===== src/rtl/breakout_pkg.sv =====
// Shared types and constants for the Breakout paddle logic.
// Contents: paddle FSM state enum, keycodes, size-mode encodings,
//           signed position type and a clamp helper.
package breakout_pkg;

    typedef enum logic [1:0] {
        IDLE   = 2'd0,
        MOVE_L = 2'd1,
        MOVE_R = 2'd2
    } paddle_state_t;

    localparam logic [7:0] KEY_LEFT  = 8'h04;  // A
    localparam logic [7:0] KEY_RIGHT = 8'h07;  // D

    localparam logic [1:0] SIZE_NORMAL = 2'd0;
    localparam logic [1:0] SIZE_WIDE   = 2'd1;
    localparam logic [1:0] SIZE_NARROW = 2'd2;

    // Signed width for position arithmetic so pos - speed never wraps near column 0.
    localparam int POS_W = 12;
    typedef logic signed [POS_W-1:0] pos_t;

    function automatic pos_t clamp_pos(input pos_t v, input pos_t lo, input pos_t hi);
        pos_t r;
        r = v;
        if (v < lo) begin
            r = lo;
        end else if (v > hi) begin
            r = hi;
        end
        return r;
    endfunction

endpackage


===== src/rtl/paddle_ctrl_if.sv =====
// Paddle controller bus: key/size requests in, paddle geometry and status out.
// Ports: keycode, size_req, size_sel (requests); PaddleX/Y, Paddle_Sizex/y,
//        moving, dir_left, power_active (status). slave = controller side.
interface paddle_ctrl_if;

    logic [7:0] keycode;
    logic       size_req;
    logic [1:0] size_sel;
    logic [9:0] PaddleX;
    logic [9:0] PaddleY;
    logic [9:0] Paddle_Sizex;
    logic [9:0] Paddle_Sizey;
    logic       moving;
    logic       dir_left;
    logic       power_active;

    modport master (
        output keycode, size_req, size_sel,
        input  PaddleX, PaddleY, Paddle_Sizex, Paddle_Sizey,
        input  moving, dir_left, power_active
    );

    modport slave (
        input  keycode, size_req, size_sel,
        output PaddleX, PaddleY, Paddle_Sizex, Paddle_Sizey,
        output moving, dir_left, power_active
    );

endinterface


===== src/rtl/paddle_size_ctrl.sv =====
// Paddle half-width control: power-up target, 1-px/frame resize and power-up timer.
// Ports: clk_i, rst_i (full reset), paddle_reset_i, size_req_i/size_sel_i in;
//        cur_hw_o (registered), cur_hw_next_o (value loaded at this edge), power_active_o.
module paddle_size_ctrl
    import breakout_pkg::*;
#(
    parameter int HW_NORMAL    = 30,
    parameter int HW_WIDE      = 50,
    parameter int HW_NARROW    = 15,
    parameter int POWER_FRAMES = 600
) (
    input  logic       clk_i,
    input  logic       rst_i,
    input  logic       paddle_reset_i,
    input  logic       size_req_i,
    input  logic [1:0] size_sel_i,
    output logic [9:0] cur_hw_o,
    output logic [9:0] cur_hw_next_o,
    output logic       power_active_o
);

    localparam int TMR_W = $clog2(POWER_FRAMES + 1);

    localparam logic [9:0]       HW_N     = 10'(HW_NORMAL);
    localparam logic [9:0]       HW_W     = 10'(HW_WIDE);
    localparam logic [9:0]       HW_R     = 10'(HW_NARROW);
    localparam logic [TMR_W-1:0] TMR_LOAD = TMR_W'(POWER_FRAMES);
    localparam logic [TMR_W-1:0] TMR_ONE  = TMR_W'(1);

    logic [9:0]       target_q, target_d;
    logic [9:0]       cur_q, cur_d;
    logic [TMR_W-1:0] timer_q, timer_d;

    always_comb begin
        target_d = target_q;
        timer_d  = timer_q;

        if (rst_i || paddle_reset_i) begin
            target_d = HW_N;
            timer_d  = '0;
        end else if (size_req_i && (size_sel_i != 2'd3)) begin
            // A new request always restarts the timer; resize continues from cur_q.
            case (size_sel_i)
                SIZE_WIDE: begin
                    target_d = HW_W;
                    timer_d  = TMR_LOAD;
                end
                SIZE_NARROW: begin
                    target_d = HW_R;
                    timer_d  = TMR_LOAD;
                end
                default: begin
                    target_d = HW_N;
                    timer_d  = '0;
                end
            endcase
        end else if (timer_q != '0) begin
            timer_d = timer_q - TMR_ONE;
            if (timer_q == TMR_ONE) begin
                target_d = HW_N;
            end
        end

        // Step toward the target chosen at this same edge.
        if (rst_i || paddle_reset_i) begin
            cur_d = HW_N;
        end else if (cur_q < target_d) begin
            cur_d = cur_q + 10'd1;
        end else if (cur_q > target_d) begin
            cur_d = cur_q - 10'd1;
        end else begin
            cur_d = cur_q;
        end
    end

    always_ff @(posedge clk_i) begin
        if (rst_i) begin
            target_q <= HW_N;
            cur_q    <= HW_N;
            timer_q  <= '0;
        end else begin
            target_q <= target_d;
            cur_q    <= cur_d;
            timer_q  <= timer_d;
        end
    end

    assign cur_hw_o       = cur_q;
    assign cur_hw_next_o  = cur_d;
    assign power_active_o = (timer_q != '0);

endmodule


===== src/rtl/paddle_ctrl.sv =====
// Breakout paddle controller: accelerating movement, wall clamp, timed size power-ups.
// Ports: frame_clk, Reset (full), Paddle_Reset (re-centre) plain; keycode/size
//        requests in and paddle geometry/status out through paddle_ctrl_if.slave.
module paddle_ctrl
    import breakout_pkg::*;
#(
    parameter int X_MIN        = 10,
    parameter int X_MAX        = 639,
    parameter int X_BEGIN      = 320,
    parameter int Y_POS        = 460,
    parameter int HALF_H       = 3,
    parameter int HW_NORMAL    = 30,
    parameter int HW_WIDE      = 50,
    parameter int HW_NARROW    = 15,
    parameter int MAX_STEP     = 4,
    parameter int ACCEL_FRAMES = 8,
    parameter int POWER_FRAMES = 600
) (
    input  logic         frame_clk,
    input  logic         Reset,
    input  logic         Paddle_Reset,
    paddle_ctrl_if.slave bus
);

    localparam int SPD_W = $clog2(MAX_STEP + 1);
    localparam int ACC_W = (ACCEL_FRAMES > 1) ? $clog2(ACCEL_FRAMES) : 1;

    localparam logic [SPD_W-1:0] SPD_MAX  = SPD_W'(MAX_STEP);
    localparam logic [SPD_W-1:0] SPD_ONE  = SPD_W'(1);
    localparam logic [ACC_W-1:0] ACC_LAST = ACC_W'(ACCEL_FRAMES - 1);
    localparam logic [ACC_W-1:0] ACC_ONE  = ACC_W'(1);
    localparam pos_t             POS_BEGIN = pos_t'(X_BEGIN);

    paddle_state_t    state_q, state_d;
    logic [SPD_W-1:0] speed_q, speed_d;
    logic [ACC_W-1:0] acc_q, acc_d;
    pos_t             pos_q, pos_d;
    logic             dir_q, dir_d;
    logic             moving_q;

    logic [9:0] cur_hw;
    logic [9:0] cur_hw_next;
    logic       power_active;

    logic key_left;
    logic key_right;

    pos_t hw_s;
    pos_t spd_s;
    pos_t pos_mv;

    paddle_size_ctrl #(
        .HW_NORMAL    (HW_NORMAL),
        .HW_WIDE      (HW_WIDE),
        .HW_NARROW    (HW_NARROW),
        .POWER_FRAMES (POWER_FRAMES)
    ) u_size (
        .clk_i          (frame_clk),
        .rst_i          (Reset),
        .paddle_reset_i (Paddle_Reset),
        .size_req_i     (bus.size_req),
        .size_sel_i     (bus.size_sel),
        .cur_hw_o       (cur_hw),
        .cur_hw_next_o  (cur_hw_next),
        .power_active_o (power_active)
    );

    assign key_left  = (bus.keycode == KEY_LEFT);
    assign key_right = (bus.keycode == KEY_RIGHT);

    // Movement FSM: speed ramps by one every ACCEL_FRAMES frames of the same key.
    always_comb begin
        state_d = state_q;
        speed_d = speed_q;
        acc_d   = acc_q;
        dir_d   = dir_q;

        if (key_left || key_right) begin
            if ((key_left && state_q == MOVE_L) || (key_right && state_q == MOVE_R)) begin
                if (acc_q == ACC_LAST) begin
                    // At top speed the counter just parks at its last value.
                    if (speed_q < SPD_MAX) begin
                        speed_d = speed_q + SPD_ONE;
                        acc_d   = '0;
                    end
                end else begin
                    acc_d = acc_q + ACC_ONE;
                end
            end else begin
                state_d = key_left ? MOVE_L : MOVE_R;
                speed_d = SPD_ONE;
                acc_d   = '0;
            end
        end else begin
            state_d = IDLE;
            speed_d = '0;
            acc_d   = '0;
        end

        if (state_d == MOVE_L) begin
            dir_d = 1'b1;
        end else if (state_d == MOVE_R) begin
            dir_d = 1'b0;
        end
    end

    // Clamp against the half-width loaded at this edge, so a resize never
    // pushes a paddle edge past the playfield even when not moving.
    always_comb begin
        hw_s   = pos_t'(cur_hw_next);
        spd_s  = pos_t'(speed_d);
        pos_mv = (state_d == MOVE_L) ? (pos_q - spd_s) : (pos_q + spd_s);
        pos_d  = clamp_pos(pos_mv, pos_t'(X_MIN) + hw_s, pos_t'(X_MAX) - hw_s);
    end

    always_ff @(posedge frame_clk) begin
        if (Reset) begin
            state_q  <= IDLE;
            speed_q  <= '0;
            acc_q    <= '0;
            pos_q    <= POS_BEGIN;
            dir_q    <= 1'b0;
            moving_q <= 1'b0;
        end else if (Paddle_Reset) begin
            // Re-centre only; the last direction is kept.
            state_q  <= IDLE;
            speed_q  <= '0;
            acc_q    <= '0;
            pos_q    <= POS_BEGIN;
            moving_q <= 1'b0;
        end else begin
            state_q  <= state_d;
            speed_q  <= speed_d;
            acc_q    <= acc_d;
            pos_q    <= pos_d;
            dir_q    <= dir_d;
            moving_q <= (speed_d != '0);
        end
    end

    // Clamping keeps pos_q within 0..1023, so only the low ten bits are presented.
    logic unused_pos_hi;
    assign unused_pos_hi = ^pos_q[POS_W-1:10];

    assign bus.PaddleX      = pos_q[9:0];
    assign bus.PaddleY      = 10'(Y_POS);
    assign bus.Paddle_Sizex = cur_hw;
    assign bus.Paddle_Sizey = 10'(HALF_H);
    assign bus.moving       = moving_q;
    assign bus.dir_left     = dir_q;
    assign bus.power_active = power_active;

endmodule

===== src/flat_wrapper.sv =====
// flat-port wrapper written by rule: the top's interface ports become plain ports
module paddle_ctrl_flat import breakout_pkg::*;
#(
    parameter int X_MIN        = 10,
    parameter int X_MAX        = 639,
    parameter int X_BEGIN      = 320,
    parameter int Y_POS        = 460,
    parameter int HALF_H       = 3,
    parameter int HW_NORMAL    = 30,
    parameter int HW_WIDE      = 50,
    parameter int HW_NARROW    = 15,
    parameter int MAX_STEP     = 4,
    parameter int ACCEL_FRAMES = 8,
    parameter int POWER_FRAMES = 600
)
  (frame_clk, Reset, Paddle_Reset, bus_keycode, bus_size_req, bus_size_sel, bus_PaddleX, bus_PaddleY, bus_Paddle_Sizex, bus_Paddle_Sizey, bus_moving, bus_dir_left, bus_power_active);
  paddle_ctrl_if bus_i ();
  input  logic frame_clk;
  input  logic Reset;
  input  logic Paddle_Reset;
  input wire logic [$bits(bus_i.keycode)-1:0] bus_keycode;
  input wire logic [$bits(bus_i.size_req)-1:0] bus_size_req;
  input wire logic [$bits(bus_i.size_sel)-1:0] bus_size_sel;
  output wire logic [$bits(bus_i.PaddleX)-1:0] bus_PaddleX;
  output wire logic [$bits(bus_i.PaddleY)-1:0] bus_PaddleY;
  output wire logic [$bits(bus_i.Paddle_Sizex)-1:0] bus_Paddle_Sizex;
  output wire logic [$bits(bus_i.Paddle_Sizey)-1:0] bus_Paddle_Sizey;
  output wire logic [$bits(bus_i.moving)-1:0] bus_moving;
  output wire logic [$bits(bus_i.dir_left)-1:0] bus_dir_left;
  output wire logic [$bits(bus_i.power_active)-1:0] bus_power_active;
  assign bus_i.keycode = bus_keycode;
  assign bus_i.size_req = bus_size_req;
  assign bus_i.size_sel = bus_size_sel;
  assign bus_PaddleX = bus_i.PaddleX;
  assign bus_PaddleY = bus_i.PaddleY;
  assign bus_Paddle_Sizex = bus_i.Paddle_Sizex;
  assign bus_Paddle_Sizey = bus_i.Paddle_Sizey;
  assign bus_moving = bus_i.moving;
  assign bus_dir_left = bus_i.dir_left;
  assign bus_power_active = bus_i.power_active;
  paddle_ctrl #(.X_MIN(X_MIN), .X_MAX(X_MAX), .X_BEGIN(X_BEGIN), .Y_POS(Y_POS), .HALF_H(HALF_H), .HW_NORMAL(HW_NORMAL), .HW_WIDE(HW_WIDE), .HW_NARROW(HW_NARROW), .MAX_STEP(MAX_STEP), .ACCEL_FRAMES(ACCEL_FRAMES), .POWER_FRAMES(POWER_FRAMES)) u_core (.frame_clk(frame_clk), .Reset(Reset), .Paddle_Reset(Paddle_Reset), .bus(bus_i));
endmodule

===== config.mk =====
export PLATFORM = sky130hd
export DESIGN_NAME = paddle_ctrl_flat
export DESIGN_NICKNAME = d
export VERILOG_FILES = /design/src/rtl/breakout_pkg.sv /design/src/rtl/paddle_ctrl_if.sv /design/src/rtl/paddle_size_ctrl.sv /design/src/rtl/paddle_ctrl.sv /design/src/flat_wrapper.sv
export SDC_FILE = /design/constraint.sdc
export NUM_CORES = 1
export LEC_CHECK = 0
export ABC_AREA = 1
export BUFFER_PORTS_ARGS = -buffer_cell sky130_fd_sc_hd__buf_2
export CAP_MARGIN = 15
export CELL_PAD_IN_SITES_DETAIL_PLACEMENT = 1
export CELL_PAD_IN_SITES_GLOBAL_PLACEMENT = 1
export CORE_UTILIZATION = 45
export DETAILED_ROUTE_END_ITERATION = 8
export GPL_TIMING_DRIVEN = 0
export PLACE_DENSITY = 0.89
export RECOVER_POWER = 25
export SETUP_SLACK_MARGIN = 0.3
export SYNTH_ARGS = -nofsm -noshare
export SYNTH_HDL_FRONTEND = slang
export SYNTH_SLANG_ARGS = --single-unit

===== constraint.sdc =====
create_clock -name frame_clk -period 10.28 [get_ports frame_clk]
set_input_delay 0.514 -clock frame_clk [delete_from_list [all_inputs] [get_ports frame_clk]]
set_output_delay 0.514 -clock frame_clk [all_outputs]
set_load 0.05 [all_outputs]

# Word level (Yosys, flattened, before mapping)

Cells that the tools add are included.

$add $sub $neg: 9
Magnitude comparators: 5
Equality and inequality tests: 12
Multiplexer cells: 25
Bitwise operators: 3
Reduce and logical (&&, ||, !) cells: 15

Operators with widths:

| kind                                                                 | count |
|---|---|
| 10-bit 2-to-1 mux                                                    | 10 |
| 12-bit 2-to-1 mux                                                    | 3 |
| 10-bit by 1-bit subtractor with 10-bit output, second input constant | 2 |
| 3-bit 2-to-1 mux                                                     | 6 |
| 8-bit by 3-bit == test with 1-bit output, second input constant      | 2 |
| 12-bit by 4-bit adder with 12-bit output                             | 1 |
| 12-bit greater-than comparator                                       | 1 |
| 12-bit less-than comparator                                          | 1 |
| 6-bit case mux with 2 select lines                                   | 1 |
| 12-bit by 4-bit subtractor with 12-bit output                        | 1 |
| 4-bit by 10-bit adder with 11-bit output, first input constant       | 1 |
| 10-bit by 10-bit subtractor with 11-bit output, first input constant | 1 |
| 10-bit by 1-bit adder with 10-bit output, second input constant      | 1 |
| 10-bit by 1-bit == test with 1-bit output, second input constant     | 1 |
| 10-bit greater-than comparator                                       | 1 |
| 10-bit less-than comparator                                          | 1 |
| 10-bit nonzero test                                                  | 1 |
| 3-bit by 1-bit adder with 3-bit output, second input constant        | 2 |
| 2-bit by 1-bit == test with 1-bit output, second input constant      | 3 |
| 2-bit == test, second input constant                                 | 3 |
| 2-bit 2-to-1 mux                                                     | 3 |
| 2-bit OR reduction                                                   | 3 |
| 2-bit inequality test, second input constant                         | 2 |
| 2-bit nonzero test                                                   | 2 |
| other kinds (9)                                                      | 16 |

Register bits: 52
Input port bits: 14
Output and inout bits: 43
Logic and storage cells: 78

# Longest topological paths before layout

Depth in word-level cells: 13
Depth in mapped cells: 42
Depth with buffers taken out: 41

# Hierarchy

From an unflattened synthesis, not the netlist that was laid out.

Cells, all modules: 677
Area total of the unflattened synthesis: 4600.7 um^2

By module, submodules not included:

| module           | instances | cells an instance | area each (um^2) | seq. area each (um^2) |
|---|---|---|---|---|
| paddle_ctrl      | 1         | 386               | 2627.5           | 440.4 |
| paddle_size_ctrl | 1         | 291               | 1973.1           | 600.6 |

# Worst setup path before layout

No wires, ideal clock.

Path kind: input to register
Start point: input port Paddle_Reset
End point: register u_core.pos_q[9]
Library setup time: 0.114 ns
Arrival time: 5.334 ns
Required time: 10.166 ns
Slack: 4.832 ns
Cell stages on the path: 37
Buffers on the path: 3
Cell sequence: nor2_1 > buf_2 > inv_1 > clkbuf_1 > nor2_1 > inv_1 > nor2_1 > nand2_1 > ha_1 > nand2_2 > inv_2 > a21oi_4 > nand3_4 > nand2_2 > clkinv_2 > nand2_1 > nand2_1 > a21oi_1 > o21ai_0 > ha_1 > xor2_1 > ha_1 > nand2_1 > o21ai_0 > a21oi_1 > o21bai_1 > a21oi_1 > or2_2 > nand3_2 > nand2_1 > nand2_1 > nand2_1 > nand2_2 > nand2_2 > buf_6 > nor2_1 > nor2_2

Longest elaborated chain between the ends: 10
Elaborated cells between the ends (all ways): 14
Classes of those cells: 2 x add/sub; 4 x order compare; 6 x mux; 2 x reduce/logical

Ends and longest elaborated chain:

| element                                        | RTL line                                       | RTL |
|---|---|---|
| start: declaration                             | flat_wrapper.sv:20                             | `input logic Paddle_Reset;` |
| 1-bit logical OR *                             | paddle_size_ctrl.sv:38, paddle_size_ctrl.sv:65 |  |
| 10-bit 2-to-1 mux                              | paddle_size_ctrl.sv:38                         | `if (rst_i \|\| paddle_reset_i) begin` |
| 10-bit greater-than comparator                 | paddle_size_ctrl.sv:69                         | `end else if (cur_q > target_d) begin` |
| 10-bit 2-to-1 mux                              | paddle_size_ctrl.sv:69                         |  |
| 10-bit 2-to-1 mux                              | paddle_size_ctrl.sv:67                         | `end else if (cur_q < target_d) begin` |
| 10-bit 2-to-1 mux *                            | paddle_size_ctrl.sv:65                         | `if (rst_i \|\| paddle_reset_i) begin` |
| net u_core.cur_hw_next[2]                      | paddle_ctrl.sv:42                              | `logic [9:0] cur_hw_next;` |
| 10-bit by 10-bit subtractor with 11-bit output | paddle_ctrl.sv:113                             | `pos_d = clamp_pos(pos_mv, pos_t'(X_MIN) + hw_s, pos_t'(X_MAX) - hw_s);` |
| 12-bit greater-than comparator                 | breakout_pkg.sv:28                             | `end else if (v > hi) begin` |
| 12-bit 2-to-1 mux                              | breakout_pkg.sv:28                             |  |
| 12-bit 2-to-1 mux *                            | breakout_pkg.sv:26                             | `if (v < lo) begin` |
| end signal: assignment                         | paddle_ctrl.sv:135                             | `pos_q <= pos_d;` |
| end: declaration                               | paddle_ctrl.sv:37                              | `pos_t pos_q, pos_d;` |

Mark *: on every way through the listed nets, which the timed path passes. The rest lies on a longest branch.
A chain may end at the register's enable or synchronous reset.

# Final worst setup path

Start point: input port Paddle_Reset
End point: register u_core.pos_q[5]

Same word-level chain as after synthesis.

==> out/results.ini <==
[layout]
mostFrequentLayoutCell=nand2_1
mostFrequentLayoutCells=nand2_1, inv_1, nor2_1
syn_to_final_growth_pct=11.38
drive_gt1_share_pct=15.83
antenna_cells=0
fin_nets=774

[detailed_routing]
drtPass1Iterations=4
dr_total_vias=4200
drc=0
viasPerCell=5.060
drtIter0Drc=89
antenna_left=0
routed_wl_um=11840
wl_per_cell_um=14.27

[worst_setup_path]
startpoint_type=input port
rr_startpoint=u_core.acc_q[0]
arrival_ns=7.06
crit_family=simple AND/OR/NAND/NOR gates
crit_top_cell=nand2_1
rr_worst_depth=37
path_class=in2reg
endpoint_kind=register
crit_fanout=10
r2r_slack_ns=4.15
cp.required_ns=10.50
cp_num_buf_inv=8
cp_slowest_cell=nor2_1
cp_slowest_stage_delay_ns=0.48
r2r_end=u_core.pos_q[2]

[grt]
antenna_found_initial=0
grt_pass1_vias=4544
gr-total-overflow=0
grt_max_degree=17
grt_first_pass_wirelength_um=20220
grt_usage_pct=24.68

[clock_network]
ctsHoldBuffers=0
cts_tree=built
clkTransAtPathRegs_ns=0.10
cts.repair.resized=0
cts.sinks=52
cts_made_buffers=5
worstSkewPairLatency_ns=0.31
cts_root_buffer=clkbuf_8
post_cts_buffers=0
clockBufferDepth=2
htree_levels=2

[die]
core-area_sq_um=9415
fp.dieH_um=101.6
rows=35
initial_core_util_pct=47.40
die-area_sq_um=10320
pin_count=57
die_w_um=101.6

[timing]
hold_viol_final=0
fmax_mhz=146.2
setup_viol=0
worstMarginPinSlew_ns=0.6118
rsz0062_at_grt=false
post-route-period-util_pct=66.55
period_minus_slack_ns=6.841
drv_slew=0
fin_skew_ns=0.009437
max-slew-margin-rel_pct=59.06
setup_slack_ns=3.439
finalSetupTns_ns=0

[status]
status=finished, final reports clean

[place]
dp_worst_setup_slack_ns=3.196
gp_congestion=0.8686
place.port_buffers=36
hpwl_um=9712

[synthesis]
synth_area_sq_um=4463
netlist_top_cells_area=dfxtp_1, ha_1, nand2_1
synth_top_cell_by_area=dfxtp_1
ys_ff_latch=52
ys.flop_type=dfxtp_1
synth-edff-count=0
ys_async_sr_fraction_pct=0
synth_cells=639
synth.distinct_cells=49
ys_seq_area_share_pct=23.32
synth.top_cell.area_share_pct=23.32
yosysWarnings=0
post_synth.cell_area_avg_sq_um=6.984

[hold_path]
hold_class=in2reg
holdPathEnd=u_core.bus.dir_left
hp-start=Reset
holdPathStages=2

[power_and_ir_drop]
max-vdd-ir-drop_v=0.0004167
power.density_nw_per_um2=336.4
p_leak_uw=0.002565

[job]
cap_violations=0

## state kept, by name, indices dropped and copies added (netlist names)
signal                  cells
u_core.bus.moving           1
u_core.u_size.timer_q      10
u_core.speed_q              3
u_core.pos_q               12
u_core.u_size.cur_hw_o     10
u_core.bus.dir_left         1
u_core.u_size.target_q     10
u_core.state_q              2
u_core.acc_q                3
## logic make-up after synthesis
logic type | count (synthesis) | synth area share, %
AO/OA/AOI/OAI | 95 | 12.62
multiplexers | 1 | 0.2243
buffers and inverters | 141 | 14.97
AND/OR/NAND/NOR | 270 | 28.17
other | 2 | 0.1683
flip-flops | 52 | 23.32
XOR/XNOR | 18 | 3.533
adder cells (fa/ha/maj) | 60 | 16.99
## layer usage
layer,vias to the layer above,GRT usage (%),wire (um)
met1,2000,27.24,5063
met4,0,7.469,179
met2,60,48.60,6287
met5,-,0,0
met3,18,2.899,312
li1,2122,-,-
## synthesized netlist by cell type, types with 5 or more instances
cell type / instances
nor2_2: 7
or2_2: 5
xor2_1: 15
nor2_1: 62
nand3_1: 32
a21oi_1: 42
nand2_1: 115
dfxtp_1: 52
nor3_1: 11
nand4_1: 7
nand3_2: 7
o21ai_0: 29
inv_1: 96
buf_4: 31
nand2_2: 12
ha_1: 59
## power by group
group	internal (uW)	total, uW	switching, uW	leakage, uW
Clock	79.8	154	74.0	0.0000614
Combinational	420	1260	838	0.00208
Sequential	234	261	26.9	0.000423
Total	733	1670	939	0.00257
## worst max-delay path by stage
stage,from,end,depth (start not counted)
6_report,Paddle_Reset,u_core.pos_q[5],38
5_1_grt,Paddle_Reset,u_core.pos_q[9],38
4_1_cts,Paddle_Reset,u_core.pos_q[5],38
3_5_place_dp,Paddle_Reset,u_core.pos_q[5],38
3_3_place_gp,Paddle_Reset,u_core.pos_q[8],38
2_1_floorplan,Paddle_Reset,u_core.pos_q[9],37
## layout make-up
| type | instances | area (sq um) |
|---|---|---|
| fillers | 1280 | 4444 |
| multi-input cells | 464 | 2821 |
| flip-flops and latches | 52 | 1041 |
| inverters | 102 | 386.6 |
| plain buffers | 39 | 281.5 |
| well taps | 129 | 161.4 |
| repair buffers | 36 | 157.7 |
| clock buffers | 6 | 82.58 |
| clock inverters | 2 | 38.79 |
## metrics by stage
stage	utilization, %	total power (uW)	hold WS [ns]	cell area (sq um)	std cells
finish	52.80	1672	0.3988	4971	830
global route	52.80	1824	0.3862	4971	830
CTS	53.04	1666	0.3908	4994	830
detailed placement	51.75	1490	0.4264	4872	822
global placement	51.75	1413	0.4076	4872	822
floorplan	-	1211	0.3948	4531	657
Note: power is estimated with default switching activity, not from simulation.
